`config.mk`:
```
export PLATFORM = sky130hd
export DESIGN_NAME = uart_tx_fifo
export DESIGN_NICKNAME = d
export VERILOG_FILES = /design/src/rtl/uart_tx_fifo_pkg.sv /design/src/rtl/uart_tx_fifo_sync_fifo.sv /design/src/rtl/uart_tx_fifo.sv
export SDC_FILE = /design/constraint.sdc
export NUM_CORES = 1
export LEC_CHECK = 0
export CORE_MARGIN = 2
export CORE_UTILIZATION = 28
export CTS_BUF_LIST = sky130_fd_sc_hd__clkbuf_2 sky130_fd_sc_hd__clkbuf_4 sky130_fd_sc_hd__clkbuf_8
export CTS_CLUSTER_SIZE = 24
export DETAILED_ROUTE_END_ITERATION = 10
export HOLD_SLACK_MARGIN = 0.05
export PLACE_DENSITY = 0.45
export SLEW_MARGIN = 0
export SYNTH_ARGS = -nofsm -noshare
export SYNTH_HDL_FRONTEND = slang
export SYNTH_HIERARCHICAL = 1
export SYNTH_SLANG_ARGS = --single-unit
```
`constraint.sdc`:
```
create_clock -name sysclk -period 7.2 [get_ports sysclk]
set_clock_uncertainty 0.1 [all_clocks]
set_input_delay 1.44 -clock sysclk [delete_from_list [all_inputs] [get_ports sysclk]]
set_output_delay 1.44 -clock sysclk [all_outputs]
set_load 0.05 [all_outputs]
```
`src/rtl/uart_tx_fifo_pkg.sv`:
```
// Shared definitions for the buffered UART transmitter: bus addresses,
// serializer state encoding, default baud divisor and status-word packing.
package uart_tx_fifo_pkg;

   localparam logic [31:0] UART_ADDR        = 32'h0000_0400;
   localparam logic [31:0] UART_STATUS_ADDR = 32'h0000_0404;

   // 100 MHz sysclk / 115200 baud
   localparam int UART_CLKS_PER_BIT = 868;

   typedef enum logic [1:0] {
      UART_IDLE  = 2'd0,
      UART_START = 2'd1,
      UART_DATA  = 2'd2,
      UART_STOP  = 2'd3
   } uart_state_e;

   // Load-mux word at UART_STATUS_ADDR; level is zero-extended by the caller.
   function automatic logic [31:0] uart_status_word(input logic       overflow,
                                                    input logic       tx_busy,
                                                    input logic       full,
                                                    input logic       empty,
                                                    input logic [7:0] level);
      return {20'd0, overflow, tx_busy, full, empty, level};
   endfunction

endpackage

```
`src/rtl/uart_tx_fifo_sync_fifo.sv`:
```
// Register-array FIFO; level is the only occupancy state, pointers carry no
// wrap bit. Pushes while full and pops while empty are ignored.
module sync_fifo #(
   parameter int WIDTH = 8,
   parameter int DEPTH = 16
) (
   input  logic                     sysclk,
   input  logic                     cpu_resetn,
   input  logic                     push,
   input  logic [WIDTH-1:0]         push_data,
   input  logic                     pop,
   output logic [WIDTH-1:0]         pop_data,
   output logic [$clog2(DEPTH):0]   level,
   output logic                     full,
   output logic                     empty
);

   localparam int AW = $clog2(DEPTH);
   localparam int LW = AW + 1;

   logic [WIDTH-1:0] mem [DEPTH];
   logic [AW-1:0]    wr_ptr;
   logic [AW-1:0]    rd_ptr;
   logic             push_ok;
   logic             pop_ok;

   assign push_ok  = push && !full;
   assign pop_ok   = pop && !empty;
   assign full     = (level == LW'(DEPTH));
   assign empty    = (level == '0);
   assign pop_data = mem[rd_ptr];

   always_ff @(posedge sysclk or posedge cpu_resetn) begin
      if (cpu_resetn) begin
         wr_ptr <= '0;
         rd_ptr <= '0;
         level  <= '0;
      end else begin
         if (push_ok) wr_ptr <= wr_ptr + 1'b1;
         if (pop_ok)  rd_ptr <= rd_ptr + 1'b1;
         case ({push_ok, pop_ok})
            2'b10:   level <= level + 1'b1;
            2'b01:   level <= level - 1'b1;
            default: level <= level;
         endcase
      end
   end

   // Storage is never reset; resetting the pointers and level discards it.
   always_ff @(posedge sysclk) begin
      if (push_ok) mem[wr_ptr] <= push_data;
   end

endmodule

```
`src/rtl/uart_tx_fifo.sv`:
```
// Buffered 8N1 UART transmitter: CPU stores fill a FIFO, a serializer FSM
// drains it back-to-back. uart_tx is registered from the next-state values.
module uart_tx_fifo
   import uart_tx_fifo_pkg::*;
#(
   parameter int DEPTH        = 16,
   parameter int CLKS_PER_BIT = UART_CLKS_PER_BIT
) (
   input  logic                   sysclk,
   input  logic                   cpu_resetn,
   input  logic                   wr_en,
   input  logic [7:0]             wr_data,
   output logic                   uart_tx,
   output logic                   full,
   output logic                   empty,
   output logic [$clog2(DEPTH):0] level,
   output logic                   tx_busy,
   output logic                   overflow
);

   localparam int BW = $clog2(CLKS_PER_BIT);

   uart_state_e state, state_next;
   logic [BW-1:0] baud_cnt;
   logic          baud_last;
   logic [2:0]    bit_idx;
   logic [7:0]    shift, shift_next;
   logic [7:0]    fifo_data;
   logic          pop;
   logic          tx_next;

   sync_fifo #(
      .WIDTH (8),
      .DEPTH (DEPTH)
   ) u_fifo (
      .sysclk     (sysclk),
      .cpu_resetn (cpu_resetn),
      .push       (wr_en),
      .push_data  (wr_data),
      .pop        (pop),
      .pop_data   (fifo_data),
      .level      (level),
      .full       (full),
      .empty      (empty)
   );

   assign baud_last = (baud_cnt == BW'(CLKS_PER_BIT - 1));
   assign tx_busy   = (state != UART_IDLE);

   always_comb begin
      state_next = state;
      pop        = 1'b0;
      shift_next = shift;
      case (state)
         UART_IDLE: begin
            if (!empty) begin
               pop        = 1'b1;
               state_next = UART_START;
            end
         end
         UART_START: begin
            if (baud_last) state_next = UART_DATA;
         end
         UART_DATA: begin
            if (baud_last) begin
               shift_next = shift >> 1;
               if (bit_idx == 3'd7) state_next = UART_STOP;
            end
         end
         UART_STOP: begin
            if (baud_last) begin
               if (!empty) begin
                  pop        = 1'b1;
                  state_next = UART_START;
               end else begin
                  state_next = UART_IDLE;
               end
            end
         end
         default: state_next = UART_IDLE;
      endcase
      if (pop) shift_next = fifo_data;

      // Line level the FSM will present after this edge.
      case (state_next)
         UART_START: tx_next = 1'b0;
         UART_DATA:  tx_next = shift_next[0];
         default:    tx_next = 1'b1;
      endcase
   end

   always_ff @(posedge sysclk or posedge cpu_resetn) begin
      if (cpu_resetn) begin
         state    <= UART_IDLE;
         baud_cnt <= '0;
         bit_idx  <= '0;
         uart_tx  <= 1'b1;
         overflow <= 1'b0;
      end else begin
         state   <= state_next;
         uart_tx <= tx_next;
         if (state_next != state || baud_last) baud_cnt <= '0;
         else                                  baud_cnt <= baud_cnt + 1'b1;
         if (state_next == UART_DATA && state != UART_DATA) bit_idx <= '0;
         else if (state == UART_DATA && baud_last)          bit_idx <= bit_idx + 1'b1;
         if (wr_en && full) overflow <= 1'b1;
      end
   end

   always_ff @(posedge sysclk) begin
      shift <= shift_next;
   end

endmodule

```
==> results.yml <==
timing:
  fmax_mhz: 243
  slew_viol_final: 0
  period_share: 0.572
  relSlewSlack: 0.412
  final.setup.worst_slack_ns: 3.08
  hold_viol: 0
  grt_setup_unrepaired: "no"
  tns_ns: 0
  worstMarginPinSlew_ns: 0.879
  setup_violations: 0
  period_needed_ns: 4.12
floorplan:
  die_width_um: 165
  core_area_sq_um: 25300
  die_area_sq_um: 27200
  ioPinCount: 21
  start_util: 0.286
  die_h_um: 165
  rows: 58
synth:
  synthCells: 477
  synth_nets: 506
  syn_area_sq_um: 7250
  ys_seq_area_frac: 0.665
  synth_edf_count: 135
  ys_ff_latch: 166
  synth.distinct_cells: 57
  ys_warn_count: 6
  synth_ff_type: "edfxtp_1"
  syn_avg_cell_area_sq_um: 15.2
  synth_async_sr_flop_share: 0.181
placement:
  gp_congestion: 0.727
  place_ws_ns: 3.11
  dp_hpwl_mm: 10.2
  place_area_sq_um: 7750
  portBuffers: 20
power_and_ir_drop:
  p_per_area_nw_per_um2: 272
  power.switching_uw: 671
  internal_power_mw: 1.55
  power.leakage_nw: 2.96
  seqPwrFrac: 0.539
  ir_worst_vdd_mv: 0.102
  swShare: 0.303
  pwr-share-comb: 0.150
  clkPwrFrac: 0.311
route:
  totalWireLength_mm: 15.6
  postRouteAntennaNets: 0
  wire_per_inst_um: 18.5
  drt-vias-per-instance: 4.65
  drt_iter0_markers: 295
  route.detailed.drc: 0
  via_count: 3923
  drtPass1Iterations: 5
worst_setup_path:
  timing.reg2reg.setup_slack_ns: 3.28
  critical_path_buf_inv_count: 1
  critPathTopFamily: "buffers and inverters"
  crit_path_max_fanout: 9
  worstPathRequired_ns: 5.66
  critPathCaptureType: "output pin"
  critPathLaunchType: "flip-flop"
  crit_slowest_cell: "clkdlybuf4s50_1"
  worstPathCellList: "nor4_2, and2b_1, clkdlybuf4s50_1"
  criticalPathCategory: "flip-flop to output pin"
  cpPeakStageDelay_ns: 0.88
  cp.arrival_ns: 2.58
grt:
  grt_pass1_vias: 3961
  grt_max_degree: 31
  grt_overflow: 0
  antenna_found_initial: 0
  track_usage: 0.122
  grt_pass1_wl_mm: 24.1
outcome:
  run_status: "completed"
clocking:
  htreeDepth: 4
  cts_hold_buf: 0
  postCtsSetupBuffers: 0
  root_buffer: "clkbuf_8"
  clockBufferDepth: 2
  cts_tree: "done"
  cts_repair_resize_count: 0
  clkSlewWorstSetupHoldPaths_ns: 0.09
  cts_inserted_buffers: 17
  clkLatencyLatePin_ns: 0.46
  cts.sinks: 166
finish:
  drive_gt1_frac: 0.172
  fin_area_sq_um: 8170
  insertedDiodeCount: 0
  area_growth_pct: 12.6
  fin_nets: 529
  nFillCells: 2453
min_path:
  hp-class: "flip-flop to flip-flop"
run:
  cap_violations: 0
Yosys cell counts, types with 7 or more instances:
| master | number | area [sq um] |
|---|---|---|
| mux2_2 | 9 | 101 |
| a22oi_1 | 9 | 67.6 |
| edfxtp_1 | 135 | 4050 |
| nor2_2 | 9 | 56.3 |
| dfrtp_1 | 29 | 726 |
| mux2i_1 | 25 | 250 |
| nor2_1 | 16 | 60.1 |
| buf_2 | 7 | 35.0 |
| a221oi_1 | 8 | 70.1 |
| ha_1 | 17 | 213 |
| buf_6 | 8 | 90.1 |
| o21ai_0 | 21 | 105 |
| xnor2_1 | 12 | 105 |
| a21oi_1 | 10 | 50.1 |
| mux4_2 | 16 | 360 |
| inv_1 | 19 | 71.3 |
| xor2_1 | 7 | 61.3 |
| nand2_1 | 39 | 146 |
sequential cells by signal, indices dropped and copies added, names as in the netlist:
signal / count
u_fifo/mem: 128
baud_cnt: 10
shift: 8
u_fifo/level: 5
u_fifo/rd_ptr: 4
u_fifo/wr_ptr: 4
bit_idx: 3
state: 2
overflow: 1
uart_tx: 1
routing by layer:
layer | vias to the layer above | share of wire | GRT usage
li1 | 1846 | - | -
met1 | 2004 | 0.48 | 0.170
met2 | 68 | 0.47 | 0.192
met3 | 5 | 0.040 | 0.0329
met4 | 0 | 0.0047 | 0.0241
met5 | - | 0 | 0
final timing paths:
kind	start	endpoint	cells after the start
hold / removal	overflow	overflow	1
setup / recovery	u_fifo/level[0]	empty	3
max in group asynchronous	cpu_resetn	bit_idx[0]	2
min in group asynchronous	cpu_resetn	u_fifo/wr_ptr[2]	2
hold reg to reg	overflow	overflow	1
setup reg to reg	baud_cnt[0]	u_fifo/level[4]	14
power by group through the flow:
stage	clock network [mW]	registers (mW)	logic [mW]
global route	0.755	1.21	0.364
detailed placement	0	1.22	0.338
floorplan	0	1.25	0.172
global placement	0	1.22	0.335
CTS	0.716	1.20	0.340
finish	0.690	1.19	0.334
cells in the final DEF (no fill, tap or decap), types with 16 or more instances in the layout:
master / netlist / final
edfxtp_1: 135 / 135
nand2_1: 39 / 39
dfrtp_1: 29 / 28
mux2i_1: 25 / 25
o21ai_0: 21 / 21
clkdlybuf4s50_1: 0 / 20
inv_1: 19 / 19
ha_1: 17 / 17
clkbuf_8: 0 / 17
nor2_1: 16 / 16
mux4_2: 16 / 16
stage by stage:
step           instances   util  total power, mW  hold WS, ns
3_3_place_gp         811  0.306             1.55        0.342
5_1_grt              843  0.322             2.33        0.394
3_5_place_dp         811  0.306             1.56        0.347
4_1_cts              843  0.322             2.25        0.370
2_1_floorplan        477      -             1.42        0.361
6_report             843  0.322             2.22        0.361
layout make-up:
cell class | count | area (sq um) | share of cell area
Timing Repair Buffer | 28 | 260 | 0.0319
Clock inverter | 15 | 179 | 0.0219
Tap cell | 330 | 413 | 0.0506
Sequential cell | 166 | 4830 | 0.591
Inverter | 19 | 71.3 | 0.00873
Clock buffer | 17 | 234 | 0.0287
Multi-Input combinational cell | 268 | 2180 | 0.267
kinds of logic (layout without fill, tap and decap cells):
kind of cell	after synthesis	in the layout	share of synthesized area
AOI/OAI and AO/OA	72	72	0.0667
DFF	166	166	0.665
muxes	51	51	0.100
and+or+nand+nor	108	108	0.0788
xor gates and xnor gates	19	19	0.0229
buffers and inverters	43	79	0.0340
adders and majority gates	18	18	0.0321
Power figures use the tool's default switching activity.
